==> config.mk <==
export PLATFORM = sky130hd
export DESIGN_NAME = rx_deserializer
export DESIGN_NICKNAME = d
export VERILOG_FILES = /design/src/rtl/rx_deserializer.sv
export SDC_FILE = /design/constraint.sdc
export NUM_CORES = 1
export LEC_CHECK = 0
export BUFFER_PORTS_ARGS = -buffer_cell sky130_fd_sc_hd__buf_4
export CAP_MARGIN = 20
export CORE_UTILIZATION = 54
export CTS_CLUSTER_DIAMETER = 40
export CTS_CLUSTER_SIZE = 30
export DETAILED_ROUTE_END_ITERATION = 6
export PLACE_DENSITY = 0.86
export SLEW_MARGIN = 0
export SYNTH_ARGS = -nofsm -noshare
export SYNTH_HDL_FRONTEND = slang
export SYNTH_SLANG_ARGS = --single-unit
export TNS_END_PERCENT = 10
==> constraint.sdc <==
create_clock -name clk -period 1.93 [get_ports clk]
set_input_delay 0.193 -clock clk [delete_from_list [all_inputs] [get_ports clk]]
set_output_delay 0.193 -clock clk [all_outputs]
set_load 0.05 [all_outputs]
==> src/rtl/rx_deserializer.sv <==
// rx_deserializer: assembles LSB-first serial bits into WIDTH-bit words and
// holds each completed word in a valid/ready output register. A word that
// completes while the register is still occupied is dropped and flagged by
// the sticky overrun output.
//
// Optional feature macro: RX_DESER_PARITY_EN
//   When defined, an even-parity bit follows each word and the parity_err
//   output is added. When undefined, a word is exactly WIDTH bits.
//
// state | meaning
// ------+-----------------------------------------------------------
// IDLE  | no partial word; the next sampled bit is bit 0
// SHIFT | partial word in progress; count holds the next bit index

module rx_deserializer #(
    parameter int WIDTH = 8
) (
    input  logic             clk,
    input  logic             rst_n,
    input  logic             serial_in,
    input  logic             serial_valid,
    input  logic             flush,
    output logic [WIDTH-1:0] data_out,
    output logic             data_valid,
    input  logic             data_ready,
    output logic             overrun,
`ifdef RX_DESER_PARITY_EN
    output logic             parity_err,
`endif
    output logic             busy
);

    localparam int CW = $clog2(WIDTH + 1);

`ifdef RX_DESER_PARITY_EN
    // The parity bit occupies index WIDTH, so the counter runs one further.
    localparam logic [CW-1:0] LAST_CNT = CW'(WIDTH);
`else
    localparam logic [CW-1:0] LAST_CNT = CW'(WIDTH - 1);
`endif

    typedef enum logic {
        IDLE  = 1'b0,
        SHIFT = 1'b1
    } state_t;

    state_t           state_q, state_d;
    logic [CW-1:0]    count_q, count_d;
    logic [WIDTH-1:0] shift_q, shift_d;
    logic             complete;
    logic             load;
    logic             drop;

    // Assembly state register: FSM state, bit counter and bit-placement register.
    always_ff @(posedge clk or negedge rst_n) begin
        if (!rst_n) begin
            state_q <= IDLE;
            count_q <= '0;
            shift_q <= '0;
        end else begin
            state_q <= state_d;
            count_q <= count_d;
            shift_q <= shift_d;
        end
    end

    // Next-state logic: place each sampled bit at its index; flush wins over a sample.
    always_comb begin
        state_d  = state_q;
        count_d  = count_q;
        shift_d  = shift_q;
        complete = 1'b0;
        if (flush) begin
            state_d = IDLE;
            count_d = '0;
        end else if (serial_valid) begin
            case (state_q)
                IDLE: begin
                    shift_d[0] = serial_in;
                    count_d    = CW'(1);
                    state_d    = SHIFT;
                end
                SHIFT: begin
                    for (int i = 1; i < WIDTH; i++) begin
                        if (count_q == CW'(i)) begin
                            shift_d[i] = serial_in;
                        end
                    end
                    if (count_q == LAST_CNT) begin
                        complete = 1'b1;
                        count_d  = '0;
                        state_d  = IDLE;
                    end else begin
                        count_d = count_q + 1'b1;
                    end
                end
                default: begin
                    state_d = IDLE;
                    count_d = '0;
                end
            endcase
        end
    end

    // A finished word loads if the register is free or being drained on this edge.
    always_comb begin
        load = complete && (!data_valid || data_ready);
        drop = complete && !load;
    end

    // Output register with handshake and sticky overrun.
    always_ff @(posedge clk or negedge rst_n) begin
        if (!rst_n) begin
            data_out   <= '0;
            data_valid <= 1'b0;
            overrun    <= 1'b0;
`ifdef RX_DESER_PARITY_EN
            parity_err <= 1'b0;
`endif
        end else begin
            if (load) begin
                data_out   <= shift_d;
                data_valid <= 1'b1;
`ifdef RX_DESER_PARITY_EN
                // On the parity edge serial_in carries the parity bit itself.
                parity_err <= ^{shift_d, serial_in};
`endif
            end else if (data_ready) begin
                data_valid <= 1'b0;
            end
            if (drop) begin
                overrun <= 1'b1;
            end
        end
    end

    assign busy = (state_q == SHIFT);

endmodule
# Word level (Yosys, flattened, before mapping)
# Index checks and enable logic that the tools add are counted.
[word_totals]
regBits = 23
in_bits = 6
out_inout_bits = 11
elab_cells = 47
[op_classes]
add_sub_neg = 1
eq_ne = 7
n_mux = 25
bitwise_logic = 1
n_reduce_logical = 7
[ops]
columns = ["operator", "count"]
rows = [
  ["1-bit two-way mux", 17],
  ["4-bit by 3-bit equality test with 1-bit output (second input constant)", 4],
  ["8-bit two-way mux", 2],
  ["4-bit two-way mux", 3],
  ["4-bit by 2-bit equality test with 1-bit output (second input constant)", 2],
  ["4-bit case mux with 2 select lines", 1],
  ["7-bit two-way mux", 1],
  ["4-bit by 1-bit adder with 4-bit output (second input constant)", 1],
  ["4-bit by 1-bit equality test with 1-bit output (second input constant)", 1],
  ["2-bit nonzero test", 2],
  ["1-bit logical AND", 2],
  ["1-bit zero test", 2],
  ["1-bit case mux with 2 select lines", 1],
  ["1-bit logical OR", 1],
  ["1-bit NOT", 1],
]

# Logic depth before layout (Yosys ltp)
# Gate-level depths: netlist of run 1.
[depth]
word_depth = 8
mapped_depth = 5
depth_no_buf = 5

# Worst setup path after synthesis of run 1
# No wires, ideal clock.
[synth_timing]
path_type = "flip-flop to flip-flop"
start = "register state_q (netlist: busy)"
end = "register data_out[0]"
setup_ns = 0.125
arrival_ns = 1.632
t_required_ns = 1.805
setup_slack_ns = 0.174
path_stages_with_launch = 5
path_buffers = 1
period_less_slack_ns = 1.756
path_cell_list = "dfrtp_1 > buf_2 > nor3b_1 > mux2_2 > mux2_2"
[synth_between]
elab_cells_between_ends = 7
classes_between = "mux: 6; reduce/logical: 1"
[synth_lines]
columns = ["element", "line_no", "source"]
rows = [
  ["from (decl)", "47", "state_t state_q, state_d;"],
  ["from (signal assigned)", "61", "state_q <= state_d;"],
  ["1-bit two-way mux", "77", "case (state_q)"],
  ["8-bit two-way mux", "76", "end else if (serial_valid) begin"],
  ["8-bit two-way mux", "73", "if (flush) begin"],
  ["via shift_d[0]", "49", "logic [WIDTH-1:0] shift_q, shift_d;"],
  ["to (signal assigned)", "122", "data_out <= shift_d;"],
  ["to (decl)", "23", "output logic [WIDTH-1:0] data_out,"],
]
# The timed path passes the listed nets, and every way through them passes these cells.
# A chain may end at the register's enable or synchronous reset.

# Worst setup path in the final report of run 1
[layout_timing]
start = "register count_q[1]"
end = "register data_out[2]"
[layout_between]
elab_chain_cells = 6
elab_cells_between_ends = 11
classes_between = "eq/ne: 2; mux: 8; reduce/logical: 1"
[layout_rtl]
columns = ["element", "line_no", "source"]
rows = [
  ["from (decl)", "48", "logic [CW-1:0] count_q, count_d;"],
  ["from (signal assigned)", "62", "count_q <= count_d;"],
  ["4-bit by 3-bit equality test with 1-bit output", "89", "if (count_q == LAST_CNT) begin"],
  ["1-bit two-way mux", "89", ""],
  ["1-bit two-way mux", "77", ""],
  ["1-bit two-way mux", "76", ""],
  ["1-bit two-way mux", "73", ""],
  ["1-bit logical AND", "107", "load = complete && (!data_valid || data_ready);"],
]
# Several ways; a longest one is shown, not always the timed one.

==> results.md, run 1 <==
* Status: complete, no violations
* Crit path kind: flop to flop
* Die area at between 2000 and 2500 um2
* Fraction of layout cells with a size suffix above 1 at 0.3009
* Mean routed wirelength per cell at approximately 14 um
* IO Pins at 17
* Largest net degree at the start of global routing at 23
* Worst path cell trace: ha_1 > nand2_1 > nor3_4 > mux2_2
* Final Hold Fails at 0
* Crit-path max FO at 8
* Hold Crit Class: input port to flop
* Setup_tns at 0 ps
* Slew HR at 0.7281
* RSZ-0062 raised after global routing: no
* Drt first pass iters at 4
* EDFF count, synth at 0
* Routability cong. at ~0.83
* Reg2Reg Setup Slack at between 150 and 200 ps
* Nets at 124
* Critical Path AT at 1940 ps
* Via density at 5.623
* FF-to-FF End: data_out[2]$_DFFE_PN0P_
* Worst hold slack at ~120 ps
* Worst EP required at 2120 ps
* R2r worst-path depth at 4
* Die width at ~47 um
* Die Span Y at 47.16 um
* Worst-margin pin slew at 406.5 ps
* Min-Delay Endpoint: count_q[3]$_DFFE_PN0P_
* Clock root cell: clkbuf_4
* Critical-path top delay cell: dfrtp_1
* DP HPWL at 1.465 mm
* Final core utilization at 0.6997
* Power, Total at ~0.8 mW
* Vias after detailed routing at approximately 780
* Final worst-path cycle share at 0.9093
* Clock Path Buffers at 2
* Post-synthesis average cell area at between 10 and 15 um2
* HP Start: flush
* Number of diodes at 0
* DRT iter0 DRCs at 19
* Clock transition at path regs at 110 ps
* Max-cap violations at 0
* Initial antenna violation count at 0
* Routed WL at 1.993 mm
* CP endpoint kind: flop
* Final antenna-violating net count at 0
* Met2 Use GR at 0.3694
* GRT Overall Usage at 0.2008
* Post-Synthesis Cells at 96
* CTS Sinks at 22
* Dominant synthesized flop cell: dfrtp_1
* I/O Buffers at 16
* Hold depth at 2
* Global routing met1 resource utilization at 0.2296
* First-pass GRT wire length at between 3 and 4 mm
* Max Clk Rate at approximately 570 MHz
* Share of the synthesized area in the top cell type at 0.5000
* Worst stage delay on the critical path at 440 ps
* CTS tree: yes
* Most frequent cell after synthesis: dfrtp_1
* Total core area at 1821 um2
* Remaining Overflow, GRT at 0
* Worst-Skew Late Latency at approximately 300 ps
* Global routing usage on met3 at 0.02308
* Synth top area cells: dfrtp_1 (50%), mux2_2 (9.2%), ha_1 (4.5%)
* Pwr dens at 628.1 nW/um2
* Layout area overhead at 15.68%
* Min Tclk post-route at 1755 ps
* Post-synth top cells: dfrtp_1 (22), mux2_2 (9), a21oi_1 (6), nand2_1 (6), o21ai_0 (6)
* Startpoint types: flop
* Seq/Total Area, Yosys at 0.5000
* Syn_nets at 106
* FF-to-FF Start: count_q[1]$_DFFE_PN0P_
* Yosys warnings at 0
* Num rows at 15
* Clock Skew at 3.115 ps
* Final setup viols at 0
* Netlist Area Pre-Place at 1101 um2
* CTS Buf Count at 3
* Residual DRC at 0
* LEAKAGE at ~0.6 nW
* Top Usage Layer GRT: met2
* Initial core utilization at 0.6048
* Slew Viols, Final at 0
* Synth Register Bits at 22
* Number of global-route vias before repair at 741
* Yosys top cell by area: dfrtp_1
* CTS H-tree depth at 1
* Async SR Flop Fraction at 1.000
* Peak VDD IR at ~0.54 mV
* Post-synth cell types at 30
==> critical path, delay by kind of cell (launching register included) <==
kind | cells | cell delay, ps
mux | 1 | 390
flops | 1 | 440
fa+ha+maj | 1 | 240
simple gates | 2 | 580
==> repair_timing <==
item	4_1_cts	5_1_grt
setup buffers	0	0
gates resized for setup	0	0
hold buffers	1	0
hold endpoints to repair	22	0
==> report_power, final <==
group / internal [mW] / total [mW] / switching [mW]
sequential: 0.475 / 0.488 / 0.0122
clock: 0.115 / 0.243 / 0.128
combinational: 0.0285 / 0.0697 / 0.0412
total: 0.619 / 0.800 / 0.181
==> cells in the final DEF, fill, tap and decap left out, drive strengths merged <==
master	Yosys	layout
nand2b	1	1
nor3	2	2
nor3b	2	2
nand4bb	1	1
nand3	3	3
nand3b	3	3
or4b	2	2
nor2	5	5
dlygate4sd3	0	1
a211oi	1	1
and2	1	1
a21bo	1	1
a21o	1	1
and3	1	1
o21ai	6	6
mux2	9	9
and4bb	1	1
nand2	6	6
ha	4	4
nor2b	3	3
clkbuf	1	4
a21oi	6	6
buf	3	16
dfrtp	22	22
a31oi	5	5
mux2i	2	2
inv	3	3
nand4b	1	1
==> flip-flops by register name, summed over array words and instances, names as in the netlist <==
name        flops
overrun         1
data_valid      1
shift_q         7
busy            1
data_out        8
count_q         4
==> per-stage QoR <==
stage	std cells	instance area (um2)	worst slack (ps)
floorplan	96	1101	173.6
global placement	133	1227	301.8
detailed placement	133	1227	212.9
CTS	138	1274	171.3
global route	138	1274	76.30
finish	138	1274	175.1
==> worst max path at each step <==
stage                                 startpoint                 endpoint  slack (ps)  cells after the start
after floorplan                 busy$_DFFE_PN0P_  data_out[0]$_DFFE_PN0P_         170                      4
after global placement          busy$_DFFE_PN0P_  data_out[7]$_DFFE_PN0P_         300                      3
after detailed placement  count_q[1]$_DFFE_PN0P_  data_out[2]$_DFFE_PN0P_         210                      4
after CTS                 count_q[1]$_DFFE_PN0P_  data_out[2]$_DFFE_PN0P_         170                      4
after global routing      count_q[1]$_DFFE_PN0P_  data_out[2]$_DFFE_PN0P_          80                      4
final                     count_q[1]$_DFFE_PN0P_  data_out[2]$_DFFE_PN0P_         180                      4
==> routing by layer <==
layer / routed length, um / up-vias / share of wire
li1: - / 376 / -
met1: 867 / 381 / 0.44
met2: 1055 / 17 / 0.53
met3: 58 / 2 / 0.029
met4: 12 / 0 / 0.0060
met5: 0 / - / 0
==> cell families (layout without fill, tap and decap cells) <==
family	after synthesis	count (layout)	share of synthesized area
and+or+nand+nor	32	32	0.2057
AOI/OAI and AO/OA	20	20	0.1057
DFF	22	22	0.5000
buffers and inverters	7	24	0.03295
muxes	11	11	0.1102
adders and majority gates	4	4	0.04546
==> layout make-up <==
class | count | area, um2
Sequential cell | 22 | 550.5
Fill cell | 140 | 546.8
Multi-Input combinational cell | 67 | 514.2
Timing Repair Buffer | 17 | 130.1
Tap cell | 25 | 31.28
Clock buffer | 4 | 36.28
Inverter | 3 | 11.26
(Power assumes the default switching activity.)
==> run 2, diff against run 1 <==
--- a/config.mk
+++ b/config.mk
@@ -5,13 +5,15 @@
 export SDC_FILE = /design/constraint.sdc
 export NUM_CORES = 1
 export LEC_CHECK = 0
+export ABC_AREA = 1
 export BUFFER_PORTS_ARGS = -buffer_cell sky130_fd_sc_hd__buf_4
 export CAP_MARGIN = 20
-export CORE_UTILIZATION = 54
+export CORE_UTILIZATION = 55
 export CTS_CLUSTER_DIAMETER = 40
 export CTS_CLUSTER_SIZE = 30
 export DETAILED_ROUTE_END_ITERATION = 6
-export PLACE_DENSITY = 0.86
+export PLACE_DENSITY = 0.87
+export REMOVE_ABC_BUFFERS = 1
 export SLEW_MARGIN = 0
 export SYNTH_ARGS = -nofsm -noshare
 export SYNTH_HDL_FRONTEND = slang
==> results.md, run 2 <==
* Max Clk Rate at ~700 MHz
* GRT Overall Usage at 0.2453
* Seq/Total Area, Yosys at 0.4809
* Clock transition at path regs at 130 ps
* IO Pins at 17
* Most frequent cell after synthesis: nand2_1
* Number of global-route vias before repair at 906
* Yosys top cell by area: dfrtp_1
* Final antenna-violating net count at 0
* Critical Path AT at 1690 ps
* Remaining Overflow, GRT at 0
* Die area at 2268 um2
* Metal-1 WL at ~950 um
* Max reg flops at 8
* Final worst slack at 467.9 ps
* Most common cell after layout, fill and taps aside: nand2_1
* R2r worst-path depth at 7
* Num rows at 16
* Post-Synthesis Cells at 141
* CTS Buf Count at 3
* DRT iter0 DRCs at 35
* Min Tclk post-route at about 1500 ps
* Crit-path max FO at 4
* Die Span Y at 47.63 um
* Netlist Area Pre-Place at 1145 um2
* Worst-Skew Late Latency at 320 ps
* Initial core utilization at 0.5835
* Failing checks: DRC
* Worst path cell trace: inv_1 > ha_1 > nand2_1 > nor2_1 > nand3_1 > nand3_1 > nand2_1
* Routed WL at 2.327 mm
* LEAKAGE at 0.7910 nW
* Slew HR at 0.7432
* Via density at 5.217
* Clock root cell: clkbuf_4
* EDFF count, synth at 0
* Synth Register Bits at 22
* Top Registers: data_out x8, shift_q x7, count_q x4
* CP endpoint kind: flop
* Final Hold Fails at 0
* Setup_tns at 0 ps
* Async SR Flop Fraction at 1.000
* Drt first pass iters at 7
* CTS tree: yes
* Post-layout instance area at 1361 um2
* Worst EP required at 2160 ps
* Post-synth top cells: nand2_1 (48), inv_1 (27), dfrtp_1 (22)
* Post-synthesis average cell area at 8.119 um2
* Worst stage delay on the critical path at 430 ps
* Largest net degree at the start of global routing at 23
* Peak VDD IR at 0.4713 mV
* Initial antenna violation count at 0
* Final setup viols at 0
* Startpoint types: flop
* Post-cts resize count at 0
* Hold depth at 4
* CTS H-tree depth at 1
* Share of the synthesized area in the top cell type at 0.4809
* Layout area overhead at 18.91%
* Number of diodes at 0
* Synth top area cells: dfrtp_1 (48%), nand2_1 (16%), inv_1 (8.9%)
* WP buf/inv at 1
* Max-cap violations at 0
* Top Metal Used: met4
* Dominant synthesized flop cell: dfrtp_1
* Most frequent cells in the layout: nand2_1 (48), inv_1 (27), dfrtp_1 (22)
* Status: finished, violations left
* Critical-path top delay cell: dfrtp_1
* Clock Skew at 1.133 ps
* DR WL met3 at 133 um
* Worst-margin pin slew at 383.8 ps
* RSZ-0062 raised after global routing: no
* Post-synth cell types at 21
* Clock Path Buffers at 2
* Cell family with most CP delay: simple AND/OR/NAND/NOR gates
* Worst slack after detailed placement at 500.0 ps
* Routability cong. at ~0.84
* Largest reg by FF count: data_out
* Nets at 173
* Final worst-path cycle share at 0.7576
* DP HPWL at 1.681 mm
* Hold Crit Class: input port to flop
* CTS Sinks at 22
* CTS Hold Bufs at 1
* Metal2 WL at 1.195 mm
* Setup bufs post-CTS at 0
* Area after DPL at 1299 um2
* Crit path kind: flop to flop
* Yosys warnings at 0
* Total core area at between 1500 and 2000 um2
* Vias after detailed routing at 986
* Slew Viols, Final at 0
* Pwr dens at 709.5 nW/um2
* Fraction of layout cells with a size suffix above 1 at 0.1852
* Die width at 47.63 um
* First-pass GRT wire length at 3.774 mm
* I/O Buffers at 16
* Final core utilization at 0.6939
* Residual DRC at 1
* Mean routed wirelength per cell at 12.31 um
* CP Depth at 7
## run 2: cell count changes in the layout (fill, tap and decap cells not counted), sizes merged, moves of 3 or more
| cell | previous run | this run |
|---|---|---|
| inv | 3 | 28 |
| nor2b | 3 | 0 |
| mux2 | 9 | 0 |
| nand2 | 6 | 50 |
| nor2 | 5 | 10 |
| a31oi | 5 | 0 |
| nand3b | 3 | 0 |
| nand3 | 3 | 15 |
| a21oi | 6 | 0 |
## run 2: cell type report
type	instances	area, um2
Tap cell	27	33.78
Fill cell	165	600.6
Multi-Input combinational cell	90	485.5
Inverter	29	108.9
Sequential cell	22	550.5
Clock buffer	3	22.52
Clock inverter	1	30.03
Timing Repair Buffer	17	130.1
## run 2: worst min-delay path, stage by stage
cell     delay, ps
buf_4           80
nor2_2          60
inv_2           80
nand2_1         50
## run 2: kinds of logic (layout without fill, tap and decap cells)
| group | count (synthesis) | count (layout) | synth area share |
|---|---|---|---|
| AND/OR/NAND/NOR | 77 | 77 | 0.3301 |
| buffers and inverters | 29 | 50 | 0.09508 |
| adder cells (fa/ha/maj) | 4 | 4 | 0.04372 |
| AO/OA/AOI/OAI | 9 | 9 | 0.05028 |
| flip-flops | 22 | 22 | 0.4809 |
## run 2: through the flow
stage               hold slack, ps  std cells  power (mW)
floorplan                   -102.6        141      0.5710
global placement             92.27        184      0.6048
detailed placement           96.34        184      0.6121
CTS                          169.8        189      0.9705
global route                 185.4        189       1.007
finish                       167.6        189      0.9658
## run 2: routing by layer
layer  track usage  vias to the layer above
li1              -                      474
met5             0                        -
met4        0.1167                        0
met2        0.4247                       39
met1        0.2840                      463
met3       0.06038                       10
## run 2: final timing paths
path | start | endpoint | slack, ps
setup / recovery | count_q[0]$_DFFE_PN0P_ | data_out[6]$_DFFE_PN0P_ | 470
hold / removal | data_ready | data_valid$_DFFE_PN0P_ | 170
setup reg to reg | count_q[0]$_DFFE_PN0P_ | data_out[6]$_DFFE_PN0P_ | 470
hold reg to reg | data_out[6]$_DFFE_PN0P_ | data_out[6]$_DFFE_PN0P_ | 500
max in group asynchronous | rst_n | shift_q[4]$_DFF_PN0_ | 1440
min in group asynchronous | rst_n | data_valid$_DFFE_PN0P_ | 270
## run 2: power by group
group	internal, mW	leakage [nW]	switching (mW)
clock network	0.210	0.0279	0.151
registers	0.482	0.274	0.0116
logic	0.0359	0.489	0.0751
==> run 3, diff against run 2 <==
--- a/config.mk
+++ b/config.mk
@@ -5,14 +5,14 @@
 export SDC_FILE = /design/constraint.sdc
 export NUM_CORES = 1
 export LEC_CHECK = 0
-export ABC_AREA = 1
+export ABC_AREA = 0
 export BUFFER_PORTS_ARGS = -buffer_cell sky130_fd_sc_hd__buf_4
 export CAP_MARGIN = 20
-export CORE_UTILIZATION = 55
+export CORE_UTILIZATION = 54
 export CTS_CLUSTER_DIAMETER = 40
 export CTS_CLUSTER_SIZE = 30
 export DETAILED_ROUTE_END_ITERATION = 6
-export PLACE_DENSITY = 0.87
+export PLACE_DENSITY = 0.86
 export REMOVE_ABC_BUFFERS = 1
 export SLEW_MARGIN = 0
 export SYNTH_ARGS = -nofsm -noshare
==> constraint.sdc (replaced) <==
create_clock -name clk -period 1.5 [get_ports clk]
set_input_delay 0.15 -clock clk [delete_from_list [all_inputs] [get_ports clk]]
set_output_delay 0.15 -clock clk [all_outputs]
set_load 0.05 [all_outputs]
==> results.md, run 3 (synthesis results as in run 1) <==
* Cell family with most CP delay: flip-flops
* Worst-margin pin slew at 266.0 ps
* Clock Path Buffers at 2
* GRT Overall Usage at 0.2238
* Most common cell after layout, fill and taps aside: buf_4
* Total core area at about 1800 um2
* Clock transition at path regs at approximately 110 ps
* Final Hold Fails at 0
* Die area at 2224 um2
* Clock Skew at 1.259 ps
* LEAKAGE at 0.6739 nW
* Die width at 47.16 um
* Initial antenna violation count at 0
* Critical-path top delay cell: dfrtp_1
* CTS tree: yes
* First-pass GRT wire length at ~3.4 mm
* Routed WL at ~2.2 mm
* Remaining Overflow, GRT at 0
* Largest reg by FF count: data_out
* Slew HR at 0.8223
* Crit-path max FO at 8
* Initial core utilization at 0.6048
* Slew Viols, Final at 0
* Peak VDD IR at 0.6577 mV
* CTS Sinks at 22
* Final antenna-violating net count at 0
* Largest net degree at the start of global routing at 23
* Sequential Power Share at 0.594
* Setup_tns at 0 ps
* Reg2Reg Setup Slack at approximately 18 ps
* Most frequent cells in the layout: buf_4 (27), dfrtp_1 (21), mux2_2 (9)
* RSZ-0062 raised after global routing: yes
* Max-cap violations at 0
* Critical Path AT at 1680 ps
* I/O Buffers at 16
* CTS H-tree depth at 1
* IO Pins at 17
* Max Clk Rate at around 670 MHz
* Clock root cell: clkbuf_4
* Placed Cells at 144
* Fraction of layout cells with a size suffix above 1 at 0.4400
* Pwr dens at 748.4 nW/um2
* Switching share of power at 0.2285
* Num rows at 15
* Power, Total at 1.050 mW
* Worst stage delay on the critical path at 380 ps
* Hold Crit Class: input port to flop
* Max reg flops at 8
* Startpoint types: flop
* CP endpoint kind: flop
* WP buf/inv at 1
* Layout area overhead at 27.39%
* Routability cong. at 0.8713
* Worst EP required at 1700 ps
* Mean routed wirelength per cell at 14.53 um
* Clock power frac at 0.297
* Number of global-route vias before repair at 837
* Top Registers: data_out x8, shift_q x7, count_q x4
* Die Span Y at ~47 um
* Via density at between 5 and 6
* Final setup viols at 0
* Worst-Skew Late Latency at 300 ps
* Number of diodes at 0
* Nets at 136
* Residual DRC at 0
* Drt first pass iters at 4
* Status: complete, no violations
* Non-Filler Instances at 150
* Switching Power at 0.2399 mW
* Min Tclk post-route at 1482 ps
* Crit path kind: flop to flop
* DRT iter0 DRCs at 26
* Vias after detailed routing at 845
* DP HPWL at 1.652 mm
* P_int at 0.8098 mW
* Final worst-path cycle share at 0.9883
* CTS Buf Count at 3
* Worst hold slack at roughly 67 ps
* Worst path cell trace: ha_2 > nand2_1 > nor3_4 > buf_12 > mux2_2
* Combinational Power Share at 0.109
-- run 3: worst paths after layout --
path,from,to,depth (start not counted)
worst max register to register,count_q[0]$_DFFE_PN0P_,data_out[3]$_DFFE_PN0P_,5
worst min register to register,overrun$_DFFE_PN0P_,overrun$_DFFE_PN0P_,1
worst max-delay path,count_q[0]$_DFFE_PN0P_,data_out[3]$_DFFE_PN0P_,5
worst min-delay path,flush,count_q[3]$_DFFE_PN0P_,2
min in group asynchronous,rst_n,data_valid$_DFFE_PN0P_,2
max in group asynchronous,rst_n,busy$_DFFE_PN0P_,2
-- run 3: what timing repair did --
item	in CTS	in global routing
pin swaps	2	2
hold endpoints to repair	22	0
hold buffers	1	0
endpoints found under the setup margin	2	11
buffers inserted	1	0
gates resized for setup	1	10
-- run 3: final cells by class --
class                           instances  area, um2
Multi-Input combinational cell         67      539.3
Tap cell                               25      31.28
Inverter                                3      11.26
Timing Repair Buffer                   29      232.7
Sequential cell                        22      551.8
Fill cell                             122      417.9
Clock buffer                            4      36.28
-- run 3: power groups by stage --
stage,sequential [mW],combinational [mW],clock [mW]
2_1_floorplan,0.641,0.0407,0
3_3_place_gp,0.633,0.103,0
3_5_place_dp,0.636,0.107,0
4_1_cts,0.624,0.109,0.319
5_1_grt,0.626,0.128,0.350
6_report,0.624,0.114,0.311
-- run 3: through the flow --
| step | area (um2) | util | setup WS, ps |
|---|---|---|---|
| floorplan | 1076 | - | -309.6 |
| global placement | 1323 | 0.7265 | 52.03 |
| detailed placement | 1323 | 0.7265 | 12.93 |
| CTS | 1379 | 0.7574 | 10.63 |
| global route | 1403 | 0.7704 | -34.44 |
| finish | 1403 | 0.7704 | 17.61 |
-- run 3: routing by layer --
metal	vias up	wire (um)	GRT usage
li1	405	-	-
met1	410	899	0.2531
met3	4	72	0.06538
met2	26	1167	0.4083
met5	-	0	0
met4	0	39	0.06286
